==> src/rtl/control_flow_tracker_if.sv <==
`default_nettype none
// ============================================================================
// control_flow_tracker_if : redirect request / holdoff qualifier bundle
// Revision: 1.0
// ============================================================================
interface control_flow_tracker_if #(
  parameter int XLEN = 32
);
  logic            i_stall;
  logic            i_trap_taken;
  logic [XLEN-1:0] i_trap_target;
  logic            i_mret_taken;
  logic [XLEN-1:0] i_mret_target;
  logic            i_branch_taken;
  logic [XLEN-1:0] i_branch_target;
  logic            i_prediction_taken;
  logic [XLEN-1:0] i_prediction_target;
  logic            i_spanning_to_halfword;
  logic            o_redirect_valid;
  logic [XLEN-1:0] o_redirect_pc;
  logic [1:0]      o_redirect_cause;
  logic            o_flush;
  logic            o_control_flow_holdoff;
  logic            o_prediction_holdoff;
  logic            o_any_holdoff_safe;

  modport slave (
    input  i_stall, i_trap_taken, i_trap_target, i_mret_taken, i_mret_target,
           i_branch_taken, i_branch_target, i_prediction_taken,
           i_prediction_target, i_spanning_to_halfword,
    output o_redirect_valid, o_redirect_pc, o_redirect_cause, o_flush,
           o_control_flow_holdoff, o_prediction_holdoff, o_any_holdoff_safe
  );

  modport master (
    output i_stall, i_trap_taken, i_trap_target, i_mret_taken, i_mret_target,
           i_branch_taken, i_branch_target, i_prediction_taken,
           i_prediction_target, i_spanning_to_halfword,
    input  o_redirect_valid, o_redirect_pc, o_redirect_cause, o_flush,
           o_control_flow_holdoff, o_prediction_holdoff, o_any_holdoff_safe
  );
endinterface
`default_nettype wire

==> src/rtl/control_flow_tracker.sv <==
`default_nettype none
// ============================================================================
// control_flow_tracker : redirect arbitration, flush window, holdoff flops
// Revision: 1.0
// ============================================================================
module control_flow_tracker #(
  parameter int XLEN         = 32,
  parameter int FLUSH_CYCLES = 2
) (
  input  wire logic               i_clk,
  input  wire logic               i_reset,
  control_flow_tracker_if.slave   bus
);
  localparam logic [2:0] C_FLUSH_LOAD = 3'(FLUSH_CYCLES);
  localparam logic [1:0] C_CAUSE_PRED = 2'b00;
  localparam logic [1:0] C_CAUSE_BR   = 2'b01;
  localparam logic [1:0] C_CAUSE_MRET = 2'b10;
  localparam logic [1:0] C_CAUSE_TRAP = 2'b11;

  logic [2:0] flush_cnt_q, flush_cnt_d;
  logic       cf_holdoff_q, cf_holdoff_d;
  logic       pred_holdoff_q, pred_holdoff_d;
  logic       span_holdoff_q, span_holdoff_d;

  logic w_flush;
  logic w_trap_acc, w_mret_acc, w_br_acc, w_pred_acc, w_cf_acc;

  assign w_flush    = (flush_cnt_q != 3'd0);
  assign w_trap_acc = bus.i_trap_taken;
  assign w_mret_acc = bus.i_mret_taken & ~bus.i_trap_taken;
  assign w_br_acc   = bus.i_branch_taken & ~bus.i_stall & ~bus.i_trap_taken & ~bus.i_mret_taken;
  assign w_cf_acc   = w_trap_acc | w_mret_acc | w_br_acc;
  // A stalled branch still blocks a same-cycle prediction: it is present, just not accepted.
  assign w_pred_acc = bus.i_prediction_taken & ~bus.i_stall & ~w_flush & ~cf_holdoff_q &
                      ~bus.i_trap_taken & ~bus.i_mret_taken & ~bus.i_branch_taken;

  always_comb begin
    bus.o_redirect_valid = w_cf_acc | w_pred_acc;
    bus.o_redirect_pc    = '0;
    bus.o_redirect_cause = C_CAUSE_PRED;
    if (w_trap_acc) begin
      bus.o_redirect_pc    = bus.i_trap_target;
      bus.o_redirect_cause = C_CAUSE_TRAP;
    end else if (w_mret_acc) begin
      bus.o_redirect_pc    = bus.i_mret_target;
      bus.o_redirect_cause = C_CAUSE_MRET;
    end else if (w_br_acc) begin
      bus.o_redirect_pc    = bus.i_branch_target;
      bus.o_redirect_cause = C_CAUSE_BR;
    end else if (w_pred_acc) begin
      bus.o_redirect_pc    = bus.i_prediction_target;
      bus.o_redirect_cause = C_CAUSE_PRED;
    end
  end

  always_comb begin
    flush_cnt_d    = flush_cnt_q;
    cf_holdoff_d   = cf_holdoff_q;
    pred_holdoff_d = pred_holdoff_q;
    span_holdoff_d = span_holdoff_q;
    if (w_cf_acc) begin
      flush_cnt_d    = C_FLUSH_LOAD;
      cf_holdoff_d   = 1'b1;
      pred_holdoff_d = 1'b0;
      span_holdoff_d = 1'b0;
    end else if (!bus.i_stall) begin
      if (w_flush) flush_cnt_d = flush_cnt_q - 3'd1;
      cf_holdoff_d   = 1'b0;
      pred_holdoff_d = w_pred_acc;
      span_holdoff_d = bus.i_spanning_to_halfword;
    end
  end

  always_ff @(posedge i_clk) begin
    if (i_reset) begin
      flush_cnt_q    <= 3'd0;
      cf_holdoff_q   <= 1'b0;
      pred_holdoff_q <= 1'b0;
      span_holdoff_q <= 1'b0;
    end else begin
      flush_cnt_q    <= flush_cnt_d;
      cf_holdoff_q   <= cf_holdoff_d;
      pred_holdoff_q <= pred_holdoff_d;
      span_holdoff_q <= span_holdoff_d;
    end
  end

  assign bus.o_flush                = w_flush;
  assign bus.o_control_flow_holdoff = cf_holdoff_q;
  assign bus.o_prediction_holdoff   = pred_holdoff_q;
  assign bus.o_any_holdoff_safe     = cf_holdoff_q | pred_holdoff_q | span_holdoff_q;
endmodule
`default_nettype wire
==> src/flat_wrapper.sv <==
// flat-port wrapper written by rule: the top's interface ports become plain ports
module control_flow_tracker_flat 
#(
  parameter int XLEN         = 32,
  parameter int FLUSH_CYCLES = 2
)
  (i_clk, i_reset, bus_i_stall, bus_i_trap_taken, bus_i_trap_target, bus_i_mret_taken, bus_i_mret_target, bus_i_branch_taken, bus_i_branch_target, bus_i_prediction_taken, bus_i_prediction_target, bus_i_spanning_to_halfword, bus_o_redirect_valid, bus_o_redirect_pc, bus_o_redirect_cause, bus_o_flush, bus_o_control_flow_holdoff, bus_o_prediction_holdoff, bus_o_any_holdoff_safe);
  control_flow_tracker_if #(.XLEN(XLEN)) bus_i ();
  input  wire logic i_clk;
  input  wire logic i_reset;
  input wire logic [$bits(bus_i.i_stall)-1:0] bus_i_stall;
  input wire logic [$bits(bus_i.i_trap_taken)-1:0] bus_i_trap_taken;
  input wire logic [$bits(bus_i.i_trap_target)-1:0] bus_i_trap_target;
  input wire logic [$bits(bus_i.i_mret_taken)-1:0] bus_i_mret_taken;
  input wire logic [$bits(bus_i.i_mret_target)-1:0] bus_i_mret_target;
  input wire logic [$bits(bus_i.i_branch_taken)-1:0] bus_i_branch_taken;
  input wire logic [$bits(bus_i.i_branch_target)-1:0] bus_i_branch_target;
  input wire logic [$bits(bus_i.i_prediction_taken)-1:0] bus_i_prediction_taken;
  input wire logic [$bits(bus_i.i_prediction_target)-1:0] bus_i_prediction_target;
  input wire logic [$bits(bus_i.i_spanning_to_halfword)-1:0] bus_i_spanning_to_halfword;
  output wire logic [$bits(bus_i.o_redirect_valid)-1:0] bus_o_redirect_valid;
  output wire logic [$bits(bus_i.o_redirect_pc)-1:0] bus_o_redirect_pc;
  output wire logic [$bits(bus_i.o_redirect_cause)-1:0] bus_o_redirect_cause;
  output wire logic [$bits(bus_i.o_flush)-1:0] bus_o_flush;
  output wire logic [$bits(bus_i.o_control_flow_holdoff)-1:0] bus_o_control_flow_holdoff;
  output wire logic [$bits(bus_i.o_prediction_holdoff)-1:0] bus_o_prediction_holdoff;
  output wire logic [$bits(bus_i.o_any_holdoff_safe)-1:0] bus_o_any_holdoff_safe;
  assign bus_i.i_stall = bus_i_stall;
  assign bus_i.i_trap_taken = bus_i_trap_taken;
  assign bus_i.i_trap_target = bus_i_trap_target;
  assign bus_i.i_mret_taken = bus_i_mret_taken;
  assign bus_i.i_mret_target = bus_i_mret_target;
  assign bus_i.i_branch_taken = bus_i_branch_taken;
  assign bus_i.i_branch_target = bus_i_branch_target;
  assign bus_i.i_prediction_taken = bus_i_prediction_taken;
  assign bus_i.i_prediction_target = bus_i_prediction_target;
  assign bus_i.i_spanning_to_halfword = bus_i_spanning_to_halfword;
  assign bus_o_redirect_valid = bus_i.o_redirect_valid;
  assign bus_o_redirect_pc = bus_i.o_redirect_pc;
  assign bus_o_redirect_cause = bus_i.o_redirect_cause;
  assign bus_o_flush = bus_i.o_flush;
  assign bus_o_control_flow_holdoff = bus_i.o_control_flow_holdoff;
  assign bus_o_prediction_holdoff = bus_i.o_prediction_holdoff;
  assign bus_o_any_holdoff_safe = bus_i.o_any_holdoff_safe;
  control_flow_tracker #(.XLEN(XLEN), .FLUSH_CYCLES(FLUSH_CYCLES)) u_core (.i_clk(i_clk), .i_reset(i_reset), .bus(bus_i));
endmodule
==> config.mk <==
export PLATFORM = sky130hd
export DESIGN_NAME = control_flow_tracker_flat
export DESIGN_NICKNAME = d
export VERILOG_FILES = /design/src/rtl/control_flow_tracker_if.sv /design/src/rtl/control_flow_tracker.sv /design/src/flat_wrapper.sv
export SDC_FILE = /design/constraint.sdc
export NUM_CORES = 1
export LEC_CHECK = 0
export ABC_AREA = 1
export BUFFER_PORTS_ARGS = -buffer_cell sky130_fd_sc_hd__buf_4
export CELL_PAD_IN_SITES_DETAIL_PLACEMENT = 1
export CELL_PAD_IN_SITES_GLOBAL_PLACEMENT = 2
export CORE_UTILIZATION = 14
export CTS_CLUSTER_DIAMETER = 40
export CTS_CLUSTER_SIZE = 12
export DETAILED_ROUTE_END_ITERATION = 7
export PLACE_DENSITY = 0.91
export SETUP_SLACK_MARGIN = 0.4
export SYNTH_ARGS = -nofsm -noshare
export SYNTH_HDL_FRONTEND = slang
export SYNTH_SLANG_ARGS = --single-unit
==> constraint.sdc <==
create_clock -name i_clk -period 1.5 [get_ports i_clk]
set_input_delay 0.225 -clock i_clk [delete_from_list [all_inputs] [get_ports i_clk]]
set_output_delay 0.225 -clock i_clk [all_outputs]
set_load 0.05 [all_outputs]
==> results by group <==
STA
  • Unrepaired setup endpoints after global routing: true
  • Final Max Tran Viols: 0
  • Final hold slack: 0.167 ns
  • Slew @ Worst Pin: 0.285 ns
  • Period utilization: 115%
  • Setup_tns: -5.71 ns
  • # setup viols final: 33
  • Clock Skew: 0.00688 ns
  • Maximum clock rate: 581 MHz
  • Slack of the critical path: -0.223 ns
  • Relative max-transition margin: 81.0%
  • Shortest period the worst path allows: 1.72 ns
  • Number of hold violations in the final report: 0

Drt
  • Via-per-instance ratio: 4.15
  • DRC viols: 0
  • Average wire per standard cell: 14.0 um
  • Overall via count from detail_route: 2,974
  • Detailed Route Iter0 Violations: 83
  • Remaining antenna violation count: 0
  • Total Routed Length: 10,000 um
  • Pre-Repair DR Iteration Count: 4

Clock tree
  • Clock-pin slew reported for the worst setup and hold paths after clock tree synthesis: 0.04 ns
  • Cell at the root of the clock tree: clkbuf_16
  • Clock H-tree levels: 1
  • TritonCTS clock tree: yes
  • Clock latency of the later-clocked register in the worst-skew pair: 0.24 ns
  • Clock sinks: 6
  • Longest Clk Path Bufs: 2
  • Clock buffer count from CTS: 3

Final layout
  • Post-Layout Inst Area: 4500 um^2
  • P&R area growth vs syn: 159%
  • Sequential cell area: 128 um^2
  • Finished Core Util: 37.3%
  • Number of filler instances in the final layout: 1,502
  • Fraction of final layout cells sized beyond drive strength 1: 53.1%
  • Final std cells w/o fill: 716
  • Net count reported at finish: 685
  • Count of antenna diodes in the layout: 0
  • Area occupied by multi-input gates: 1840 um^2

Yosys
  • Gate count of the mapped netlist: 364
  • Net Count, Synth: 500
  • Seq cells post-synth: 6
  • Yosys cell types: 21
  • Syn avg cell area: 4.77 um^2
  • Netlist area before placement: 1740 um^2
  • Total of warnings raised by yosys: 0
  • Sequential cell area fraction in the yosys report: 6.92%

Critical path
  • Crit Path Max Fanout: 6
  • Bufs and invs on worst path: 3
  • Critical-path top delay cell: dfxtp_4
  • Startpoint Class: flop
  • Crit-path max cell delay: 0.34 ns
  • Crit-path cells: nor2_4 -> nand2_2 -> nor2_4 -> buf_12 -> buf_16 -> nand3_4 -> nand3_4 -> buf_8
  • Critical path start-end classification: reg -> out
  • Worst Path Arrival: 1.50 ns
  • Capturing element type of the critical path: output pin
  • Required @ worst endpoint: 1.27 ns
  • Largest delay contributor family on the critical path: simple AND/OR/NAND/NOR gates

Place
  • Post-place setup slack: -0.118 ns
  • Routability congestion estimate from global placement: 0.811
  • Total instance count after detailed placement: 703
  • Detail Placement HPWL: 7860 um
  • Area post-placement: 3780 um^2
  • Number of port buffers: 174

Pwr
  • Final Power: 2.08 mW
  • Worst IR Drop VDD: 0.493 mV
  • Power density over the cells: 463 nW/um^2
  • Lkg Pwr: 2.31 nW

Global routing
  • GR Util met1: 18.9%
  • Antenna violations before repair: 0
  • GRT busiest layer: met2
  • All-Layer GR Usage: 16.2%
  • Global routing usage on met2: 31.7%
  • Global-route wire length before repair: 16,600 um
  • Via count of the first global-routing pass: 3,298
  • Remaining global-route overflow: 0
  • Met3 global-route usage: 1.54%
  • Largest net degree at the start of global routing: 33

Status
  • Outcome: complete, but fails checks
  • Failing checks: setup timing

Floorplanning
  • Starting density of the core: 14.4%
  • Ports placed on the boundary: 175
  • Overall die height: 113 um
  • Floorplan die area: 12,900 um^2
  • Die boundary width: 113 um
  • Total number of placement rows: 40
  • Core ar.: 12,100 um^2

Flow run
  • Max Cap Viol: 0

Worst hold path
  • Path category of the worst min-delay check: in -> reg
-- state kept, by name, indices dropped and copies added (netlist names) --
register                           count
u_core.bus.o_control_flow_holdoff      1
u_core.bus.o_prediction_holdoff        1
u_core.flush_cnt_q                     3
u_core.span_holdoff_q                  1
-- placed cells by master (no fill, tap or decap) --
cell and n:
clkbuf_1 1, nand3_1 42, inv_8 1, nor2_1 34, a21oi_2 1, nand2_1 106, buf_8 36, nand3_2 12
nand2_8 2, o21ai_0 1, inv_4 1, buf_12 5, nor2_8 1, o21ai_4 1, inv_1 65, dfxtp_1 2
buf_4 152, nand4_1 1, dfxtp_4 1, or3_4 1, clkbuf_16 3, nand2_2 2, clkinv_8 1, nand3_4 42
dfxtp_2 3, nor2_2 2, inv_2 5, a21oi_4 1, nor2_4 4, buf_6 9, nand2_4 3, a21oi_1 4
buf_16 2, nor3_1 1
-- cell usage after synthesis --
cell	n	area, um^2
a21oi_1	6	30.0
buf_2	11	55.1
buf_4	4	30.0
buf_6	7	78.8
clkbuf_1	2	7.51
clkinv_2	1	5.00
dfxtp_1	6	120
inv_1	70	263
inv_2	1	3.75
inv_4	1	6.26
nand2_1	111	417
nand2_4	2	22.5
nand3_1	95	475
nand3_2	1	10.0
nand4_1	1	6.26
nor2_1	38	143
nor2_4	2	22.5
nor2_8	1	20.0
nor3_1	1	5.00
o21ai_0	2	10.0
or3_1	1	6.26
-- worst reg2reg max path: cells and delay by family, from the launching register on --
kind / cells / cell delay, ns
AO/OA/AOI/OAI: 1 / 0.11
buffers and inverters: 3 / 0.41
flip-flops: 1 / 0.34
AND/OR/NAND/NOR: 4 / 0.39
-- path summary, 6_finish.rpt --
kind | startpoint | to | slack [ns] | cells after the start
setup / recovery | u_core.bus.o_control_flow_holdoff | bus_o_redirect_pc[9] | -0.22 | 8
hold reg to reg | u_core.bus.o_prediction_holdoff | u_core.bus.o_prediction_holdoff | 0.49 | 2
hold / removal | i_reset | u_core.flush_cnt_q[1] | 0.17 | 2
setup reg to reg | u_core.bus.o_control_flow_holdoff | u_core.bus.o_prediction_holdoff | 0.18 | 8
-- what timing repair did --
item | in CTS | in global routing
pin swaps | 5 | 8
hold buffers | 0 | 0
resized for setup | 88 | 38
buffers inserted | 5 | 2
hold endpoints to repair | 0 | 0
gates cloned | 2 | 0
setup endpoints to repair | 38 | 40
-- per-layer routing --
layer	routed length (um)	vias to the layer above
li1	-	1477
met1	3990	1411
met2	5530	78
met3	415	8
met4	88	0
met5	0	-
-- report_power, final --
part	internal (mW)	leakage [nW]	switching [mW]	total [mW]
Clock	0.354	0.0382	0.110	0.464
Sequential	0.165	0.0506	0.00435	0.170
Combinational	0.686	2.22	0.760	1.45
Total	1.21	2.31	0.874	2.08
-- logic make-up after synthesis --
group	Yosys count	synth area share (%)
buffers and inverters	97	25.9
flip-flops	6	6.92
AO/OA/AOI/OAI	8	2.31
AND/OR/NAND/NOR	253	64.9
-- cell type report --
| class | instances | share of cell area [%] |
|---|---|---|
| flip-flops and latches | 6 | 2.84 |
| clock buffers | 4 | 1.75 |
| inverters | 73 | 6.60 |
| well taps | 168 | 4.68 |
| repair buffers | 204 | 43.1 |
| multi-input cells | 261 | 41.0 |
(Power assumes the default switching activity.)
